`config.mk`:
```
export PLATFORM = sky130hd
export DESIGN_NAME = decoder_scan_ctrl_flat
export DESIGN_NICKNAME = d
export VERILOG_FILES = /design/src/rtl/decoder_scan_ctrl_pkg.sv /design/src/rtl/decoder_scan_ctrl_if.sv /design/src/rtl/decoder_scan_ctrl_scan_next_sel.sv /design/src/rtl/decoder_scan_ctrl.sv /design/src/flat_wrapper.sv
export SDC_FILE = /design/constraint.sdc
export NUM_CORES = 1
export LEC_CHECK = 0
export BUFFER_PORTS_ARGS = -buffer_cell sky130_fd_sc_hd__buf_2
export CORE_UTILIZATION = 40
export DETAILED_ROUTE_END_ITERATION = 10
export SLEW_MARGIN = 40
export SYNTH_ARGS = -nofsm -noshare
export SYNTH_HDL_FRONTEND = slang
export SYNTH_SLANG_ARGS = --single-unit
```
`constraint.sdc`:
```
create_clock -name clk -period 2.4 [get_ports clk]
set_input_delay 0.12 -clock clk [delete_from_list [all_inputs] [get_ports clk]]
set_output_delay 0.12 -clock clk [all_outputs]
set_load 0.02 [all_outputs]
```
`src/rtl/decoder_scan_ctrl_pkg.sv`:
```
// Shared definitions for the decoder scan sequencer: FSM state encoding
// and the fixed decoder geometry (3 address bits, 8 lines).
package decoder_scan_ctrl_pkg;

    localparam int SEL_W = 3;
    localparam int LINES = 8;

    typedef enum logic [1:0] {
        IDLE  = 2'd0,
        SCAN  = 2'd1,
        GUARD = 2'd2
    } state_t;

endpackage

```
`src/rtl/decoder_scan_ctrl_if.sv`:
```
// Control/status bundle between the scan sequencer and its host.
// The master side drives the requests and configuration; the slave side
// (the sequencer) drives the decoder address/enable and the status flags.
// When DECODER_SCAN_PASS_CNT_EN is defined the bundle also carries pass_cnt.
interface decoder_scan_ctrl_if
    import decoder_scan_ctrl_pkg::*;
#(
    parameter int DWELL_W = 8
) ();

    logic               start;
    logic               stop;
    logic               continuous;
    logic [LINES-1:0]   mask;
    logic [DWELL_W-1:0] dwell;
    logic [SEL_W-1:0]   sel;
    logic               en;
    logic               busy;
    logic               done;
`ifdef DECODER_SCAN_PASS_CNT_EN
    logic [7:0]         pass_cnt;

    modport master (
        output start, stop, continuous, mask, dwell,
        input  sel, en, busy, done, pass_cnt
    );

    modport slave (
        input  start, stop, continuous, mask, dwell,
        output sel, en, busy, done, pass_cnt
    );
`else
    modport master (
        output start, stop, continuous, mask, dwell,
        input  sel, en, busy, done
    );

    modport slave (
        input  start, stop, continuous, mask, dwell,
        output sel, en, busy, done
    );
`endif

endinterface

```
`src/rtl/decoder_scan_ctrl_scan_next_sel.sv`:
```
// Combinational line search over an 8-bit mask: finds the lowest set bit
// and the next set bit strictly above the current line, wrapping to the
// lowest set bit when nothing lies above. o_wrap flags that wrap, which is
// also how the sequencer recognises the last line of a pass.
module scan_next_sel
    import decoder_scan_ctrl_pkg::*;
(
    input  logic [LINES-1:0] i_mask,
    input  logic [SEL_W-1:0] i_cur,
    output logic [SEL_W-1:0] o_nxt,
    output logic             o_wrap,
    output logic [SEL_W-1:0] o_first
);

    logic [SEL_W-1:0] w_above;
    logic             w_found;

    // Lowest set bit: scan downwards so the smallest index is written last
    always_comb begin
        o_first = '0;
        for (int i = LINES - 1; i >= 0; i--) begin
            if (i_mask[i]) begin
                o_first = SEL_W'(i);
            end
        end
    end

    // Lowest set bit strictly above the current line, if any
    always_comb begin
        w_above = '0;
        w_found = 1'b0;
        for (int i = LINES - 1; i >= 0; i--) begin
            if (i_mask[i] && (SEL_W'(i) > i_cur)) begin
                w_above = SEL_W'(i);
                w_found = 1'b1;
            end
        end
    end

    assign o_nxt  = w_found ? w_above : o_first;
    assign o_wrap = ~w_found;

endmodule

```
`src/rtl/decoder_scan_ctrl.sv`:
```
// Scan sequencer driving the address/enable of a 3-to-8 line decoder.
// Visits each enabled mask line for dwell+1 cycles, separated by a single
// enable-low guard cycle so the address never moves while enable is high.
// Optional feature macro: DECODER_SCAN_PASS_CNT_EN adds an 8-bit pass counter.
module decoder_scan_ctrl
    import decoder_scan_ctrl_pkg::*;
#(
    parameter int DWELL_W = 8
) (
    input  logic                clk,
    input  logic                rst_n,
    decoder_scan_ctrl_if.slave  bus
);

    state_t             r_state, w_stateNext;
    logic [SEL_W-1:0]   r_sel, w_selNext;
    logic               r_en, w_enNext;
    logic               r_busy, w_busyNext;
    logic               r_done, w_doneNext;
    logic [DWELL_W-1:0] r_cnt, w_cntNext;
    logic [DWELL_W-1:0] r_dwell, w_dwellNext;
    logic [LINES-1:0]   r_mask, w_maskNext;
    logic               r_cont, w_contNext;
`ifdef DECODER_SCAN_PASS_CNT_EN
    logic [7:0]         r_passCnt, w_passCntNext;
`endif

    logic [LINES-1:0]   w_searchMask;
    logic [SEL_W-1:0]   w_nxt;
    logic [SEL_W-1:0]   w_first;
    logic               w_wrap;
    logic               w_startOk;

    // In IDLE the search looks at the live mask to pick the first line;
    // once running it only ever sees the latched copy
    assign w_searchMask = (r_state == IDLE) ? bus.mask : r_mask;
    assign w_startOk    = bus.start && !bus.stop && (bus.mask != '0);

    scan_next_sel u_nextSel (
        .i_mask  (w_searchMask),
        .i_cur   (r_sel),
        .o_nxt   (w_nxt),
        .o_wrap  (w_wrap),
        .o_first (w_first)
    );

    // Next-state and next-output decode; everything holds unless a state says otherwise
    always_comb begin
        w_stateNext = r_state;
        w_selNext   = r_sel;
        w_enNext    = r_en;
        w_busyNext  = r_busy;
        w_doneNext  = 1'b0;
        w_cntNext   = r_cnt;
        w_dwellNext = r_dwell;
        w_maskNext  = r_mask;
        w_contNext  = r_cont;
`ifdef DECODER_SCAN_PASS_CNT_EN
        w_passCntNext = r_passCnt;
`endif
        case (r_state)
            IDLE: begin
                w_enNext   = 1'b0;
                w_busyNext = 1'b0;
                if (w_startOk) begin
                    w_maskNext  = bus.mask;
                    w_dwellNext = bus.dwell;
                    w_contNext  = bus.continuous;
                    w_selNext   = w_first;
                    w_cntNext   = bus.dwell;
                    w_enNext    = 1'b1;
                    w_busyNext  = 1'b1;
                    w_stateNext = SCAN;
`ifdef DECODER_SCAN_PASS_CNT_EN
                    w_passCntNext = '0;
`endif
                end
            end
            SCAN: begin
                if (bus.stop) begin
                    w_enNext    = 1'b0;
                    w_busyNext  = 1'b0;
                    w_stateNext = IDLE;
                end else if (r_cnt != '0) begin
                    w_cntNext = r_cnt - 1'b1;
                end else begin
`ifdef DECODER_SCAN_PASS_CNT_EN
                    if (w_wrap) begin
                        w_passCntNext = r_passCnt + 8'd1;
                    end
`endif
                    w_enNext = 1'b0;
                    if (!w_wrap || r_cont) begin
                        w_selNext   = w_nxt;
                        w_stateNext = GUARD;
                    end else begin
                        w_busyNext  = 1'b0;
                        w_doneNext  = 1'b1;
                        w_stateNext = IDLE;
                    end
                end
            end
            GUARD: begin
                if (bus.stop) begin
                    w_enNext    = 1'b0;
                    w_busyNext  = 1'b0;
                    w_stateNext = IDLE;
                end else begin
                    w_cntNext   = r_dwell;
                    w_enNext    = 1'b1;
                    w_stateNext = SCAN;
                end
            end
            default: begin
                w_enNext    = 1'b0;
                w_busyNext  = 1'b0;
                w_stateNext = IDLE;
            end
        endcase
    end

    // State and output registers, all cleared by the asynchronous reset
    always_ff @(posedge clk or negedge rst_n) begin
        if (!rst_n) begin
            r_state <= IDLE;
            r_sel   <= '0;
            r_en    <= 1'b0;
            r_busy  <= 1'b0;
            r_done  <= 1'b0;
            r_cnt   <= '0;
            r_dwell <= '0;
            r_mask  <= '0;
            r_cont  <= 1'b0;
`ifdef DECODER_SCAN_PASS_CNT_EN
            r_passCnt <= '0;
`endif
        end else begin
            r_state <= w_stateNext;
            r_sel   <= w_selNext;
            r_en    <= w_enNext;
            r_busy  <= w_busyNext;
            r_done  <= w_doneNext;
            r_cnt   <= w_cntNext;
            r_dwell <= w_dwellNext;
            r_mask  <= w_maskNext;
            r_cont  <= w_contNext;
`ifdef DECODER_SCAN_PASS_CNT_EN
            r_passCnt <= w_passCntNext;
`endif
        end
    end

    assign bus.sel  = r_sel;
    assign bus.en   = r_en;
    assign bus.busy = r_busy;
    assign bus.done = r_done;
`ifdef DECODER_SCAN_PASS_CNT_EN
    assign bus.pass_cnt = r_passCnt;
`endif

endmodule
```
`src/flat_wrapper.sv`:
```
// flat-port wrapper written by rule: the top's interface ports become plain ports
module decoder_scan_ctrl_flat import decoder_scan_ctrl_pkg::*;
#(
    parameter int DWELL_W = 8
)
  (clk, rst_n, bus_start, bus_stop, bus_continuous, bus_mask, bus_dwell, bus_sel, bus_en, bus_busy, bus_done);
  decoder_scan_ctrl_if #(.DWELL_W(DWELL_W)) bus_i ();
  input  logic clk;
  input  logic rst_n;
  input wire logic [$bits(bus_i.start)-1:0] bus_start;
  input wire logic [$bits(bus_i.stop)-1:0] bus_stop;
  input wire logic [$bits(bus_i.continuous)-1:0] bus_continuous;
  input wire logic [$bits(bus_i.mask)-1:0] bus_mask;
  input wire logic [$bits(bus_i.dwell)-1:0] bus_dwell;
  output wire logic [$bits(bus_i.sel)-1:0] bus_sel;
  output wire logic [$bits(bus_i.en)-1:0] bus_en;
  output wire logic [$bits(bus_i.busy)-1:0] bus_busy;
  output wire logic [$bits(bus_i.done)-1:0] bus_done;
  assign bus_i.start = bus_start;
  assign bus_i.stop = bus_stop;
  assign bus_i.continuous = bus_continuous;
  assign bus_i.mask = bus_mask;
  assign bus_i.dwell = bus_dwell;
  assign bus_sel = bus_i.sel;
  assign bus_en = bus_i.en;
  assign bus_busy = bus_i.busy;
  assign bus_done = bus_i.done;
  decoder_scan_ctrl #(.DWELL_W(DWELL_W)) u_core (.clk(clk), .rst_n(rst_n), .bus(bus_i));
endmodule
```
==> flow_metrics.env <==
export IMPL_status="completed"
export IMPL_clock_latency_ps=280
export IMPL_cts_buffer_depth=2
export IMPL_crit_arrival_ps=2390
export IMPL_pwr_share_clk=0.128
export IMPL_synth_distinct_cells=57
export IMPL_cp_start_kind="flip-flop"
export IMPL_areaGrowthSynthToFinish_pct=15.98
export IMPL_seqPwrFrac=0.314
export IMPL_end_kind="flip-flop"
export IMPL_cts_tree="built"
export IMPL_tightestPinTransition_ps=657.1
export IMPL_synth_most_common_cell="dfrtp_1"
export IMPL_synth_edf_count=0
export IMPL_antenna_found_initial=0
export IMPL_ys_top_cells_by_area="dfrtp_1, mux2_2, nand2_1, nor2_1, ha_1"
export IMPL_grt_pass1_vias=1815
export IMPL_power_leakage_nw=1.091
export IMPL_ys_seq_area_frac=0.3739
export IMPL_rsz0062_at_grt="false"
export IMPL_syn_area_per_cell_um2=9.560
export IMPL_syn_nets=257
export IMPL_die_w_um=76.30
export IMPL_fmaxAchievable_mhz=457.5
export IMPL_ys_seq_elements=33
export IMPL_clkTransAtPathRegs_ps=70
export IMPL_syn_area_um2=2208
export IMPL_ir_drop_mv=0.4892
export IMPL_swShare=0.4257
export IMPL_yosys_area_top_type="dfrtp_1"
export IMPL_fin_crit_ps=2186
export IMPL_antenna_cells=0
export IMPL_vias=1825
export IMPL_total_power_mw=3.405
export IMPL_fp_dieArea_um2=5822
export IMPL_drc=0
export IMPL_period_share=0.9107
export IMPL_drtPass1Iterations=4
export IMPL_nets=289
export IMPL_cts_inserted_buffers=5
export IMPL_switchingPower_mw=1.450
export IMPL_fp_dieH_um=76.30
export IMPL_critPathKind="reg2reg"
export IMPL_clockRootBuffer="clkbuf_8"
export IMPL_drive_above_1_share=0.3080
export IMPL_nFillCells=520
export IMPL_grt_overflow=0
export IMPL_ys_warnings_count=0
export IMPL_drtIter0Drc=92
export IMPL_intPower_mw=1.956
export IMPL_async_reset_ff_frac=1.000
export IMPL_slew_headroom=0.5579
export IMPL_hp_class="in2reg"
export IMPL_maxCapViolCount=0
export IMPL_cts_setup_buffers=0
export IMPL_hold_path_startpoint="bus_continuous"
export IMPL_pwr_share_comb=0.558
export IMPL_fin_area_um2=2561
export IMPL_port_buffers=26
export IMPL_gp_congestion=0.8354
export IMPL_p_per_area_nw_per_um2=1330
export IMPL_final_hold_viol_count=0
export IMPL_clock_skew_final_ps=1.970
export IMPL_wl_per_cell_um=14.56
export IMPL_yosysTopAreaCellShare=0.3739
export IMPL_min_delay_worst_endpoint="u_core.r_cont"
export IMPL_r2r_end="u_core.bus.sel[0]"
export IMPL_ant_nets=0
export IMPL_hpwlAfterDp_mm=3.607
export IMPL_netlist_instances=231
export IMPL_r2r_start="u_core.r_state[0]"
export IMPL_dpl_cell_area_um2=2439
export IMPL_r2r_cells=8
export IMPL_via_per_inst=5.480
export IMPL_synthFlopType="dfrtp_1"
export IMPL_crit_fanout=9
export IMPL_r2r_setup_slack_ps=210
export IMPL_initial_utilization=0.4243
export IMPL_clock_sinks=33
export IMPL_grt_pass1_wl_mm=8.735
export IMPL_ioPinCount=27
export IMPL_num_rows=26
export IMPL_grt_max_degree=34
export IMPL_htree_levels=2
export IMPL_hold_depth=2
export IMPL_drv_slew=0
export IMPL_tns_ps=0
export IMPL_ys_top_cells_by_count="dfrtp_1, mux2_2, nand2_1"
export IMPL_finalSetupViolCount=0
export IMPL_core_um2=5205
export IMPL_grt_use_total=0.1901
export IMPL_required_ps=2610
export IMPL_wl_mm=4.847
-- repair_timing --
item / 4_1_cts / 5_1_grt
hold buffers: 1 / 0
hold endpoints to repair: 33 / 0
setup endpoints to repair: 0 / 4
gates resized for setup: 0 / 5
-- power groups by stage --
| stage | clock network [mW] | logic, mW | registers, mW |
|---|---|---|---|
| 5_1_grt | 0.469 | 2.13 | 1.12 |
| 6_report | 0.435 | 1.90 | 1.07 |
| 2_1_floorplan | 0 | 1.46 | 1.05 |
| 4_1_cts | 0.447 | 1.86 | 1.07 |
| 3_3_place_gp | 0 | 1.82 | 1.08 |
| 3_5_place_dp | 0 | 1.85 | 1.08 |
-- cell type report --
| type | instances | area, um2 | share of cell area |
|---|---|---|---|
| multi-input combinational | 177 | 1310 | 0.5115 |
| sequential | 33 | 825.8 | 0.3224 |
| timing repair buffer | 36 | 210.2 | 0.08207 |
| tap | 70 | 87.58 | 0.03420 |
| clock buffer | 6 | 82.58 | 0.03224 |
| inverter | 10 | 37.54 | 0.01466 |
| clock inverter | 1 | 7.507 | 0.002931 |
-- metrics by stage --
stage	hold WS (ps)	util	cells	setup WS [ps]
4_1_cts	56.83	0.4877	333	26.45
5_1_grt	66.27	0.4921	333	24.79
6_report	64.53	0.4921	333	214.4
3_3_place_gp	240.5	0.4685	325	87.91
2_1_floorplan	-175.6	-	231	307.6
3_5_place_dp	230.0	0.4685	325	34.66
-- layout by cell type (no fill, tap or decap), types with 4 or more instances in the layout --
master    synthesis  final
nor2b_1           6      6
o31ai_1           7      7
xnor2_1           4      4
o211ai_1          6      6
inv_1            10      8
mux2i_1           4      4
o21ai_0          11     11
nor3_1            4      4
a21oi_1          10     10
nand2_1          22     22
buf_4             0     10
nor2_1           19     19
dfrtp_1          33     33
buf_2             2     25
ha_1              5      4
mux2_2           22     22
or3_1             4      4
clkbuf_8          0      6
-- worst max-delay path, stage by stage, from the launching register on --
cell and delay (ps):
dfrtp_1 420, inv_2 100, ha_4 180, buf_4 160
or3b_1 340, a222oi_1 420, o31a_2 210, o21ai_0 90
a31oi_1 180
-- logic make-up after synthesis --
group | synth area share
compound gates | 0.2102
flops | 0.3739
xor+xnor | 0.02380
simple gates | 0.1841
fa+ha+maj | 0.02833
buf+inv | 0.04419
mux | 0.1354
-- metal layers --
layer / track usage / routed length (um) / vias up / part of all wire
li1: - / - / 909 / -
met4: 0.06923 / 58 / 0 / 0.012
met2: 0.3045 / 2158 / 29 / 0.45
met1: 0.2508 / 2408 / 881 / 0.50
met3: 0.04311 / 221 / 6 / 0.046
met5: 0 / 0 / - / 0
-- registers in the layout, indices dropped and copies added, names as in the netlist --
| register | cells |
|---|---|
| u_core.r_state | 2 |
| u_core.bus.busy | 1 |
| u_core.r_cnt | 8 |
| u_core.r_cont | 1 |
| u_core.bus.en | 1 |
| u_core.bus.done | 1 |
| u_core.r_dwell | 8 |
| u_core.r_mask | 8 |
| u_core.bus.sel | 3 |
-- worst max-delay path by stage --
stage	endpoint	from	cells past startpoint	slack [ps]
4_1_cts	u_core.bus.sel[1]	u_core.r_state[1]	8	30
5_1_grt	u_core.bus.sel[0]	u_core.r_state[0]	8	20
2_1_floorplan	u_core.bus.sel[1]	u_core.r_state[0]	9	310
3_5_place_dp	u_core.bus.sel[1]	u_core.r_state[1]	8	30
6_report	u_core.bus.sel[0]	u_core.r_state[0]	8	210
3_3_place_gp	u_core.bus.sel[0]	u_core.r_state[0]	8	90
Power figures use the tool's default switching activity.
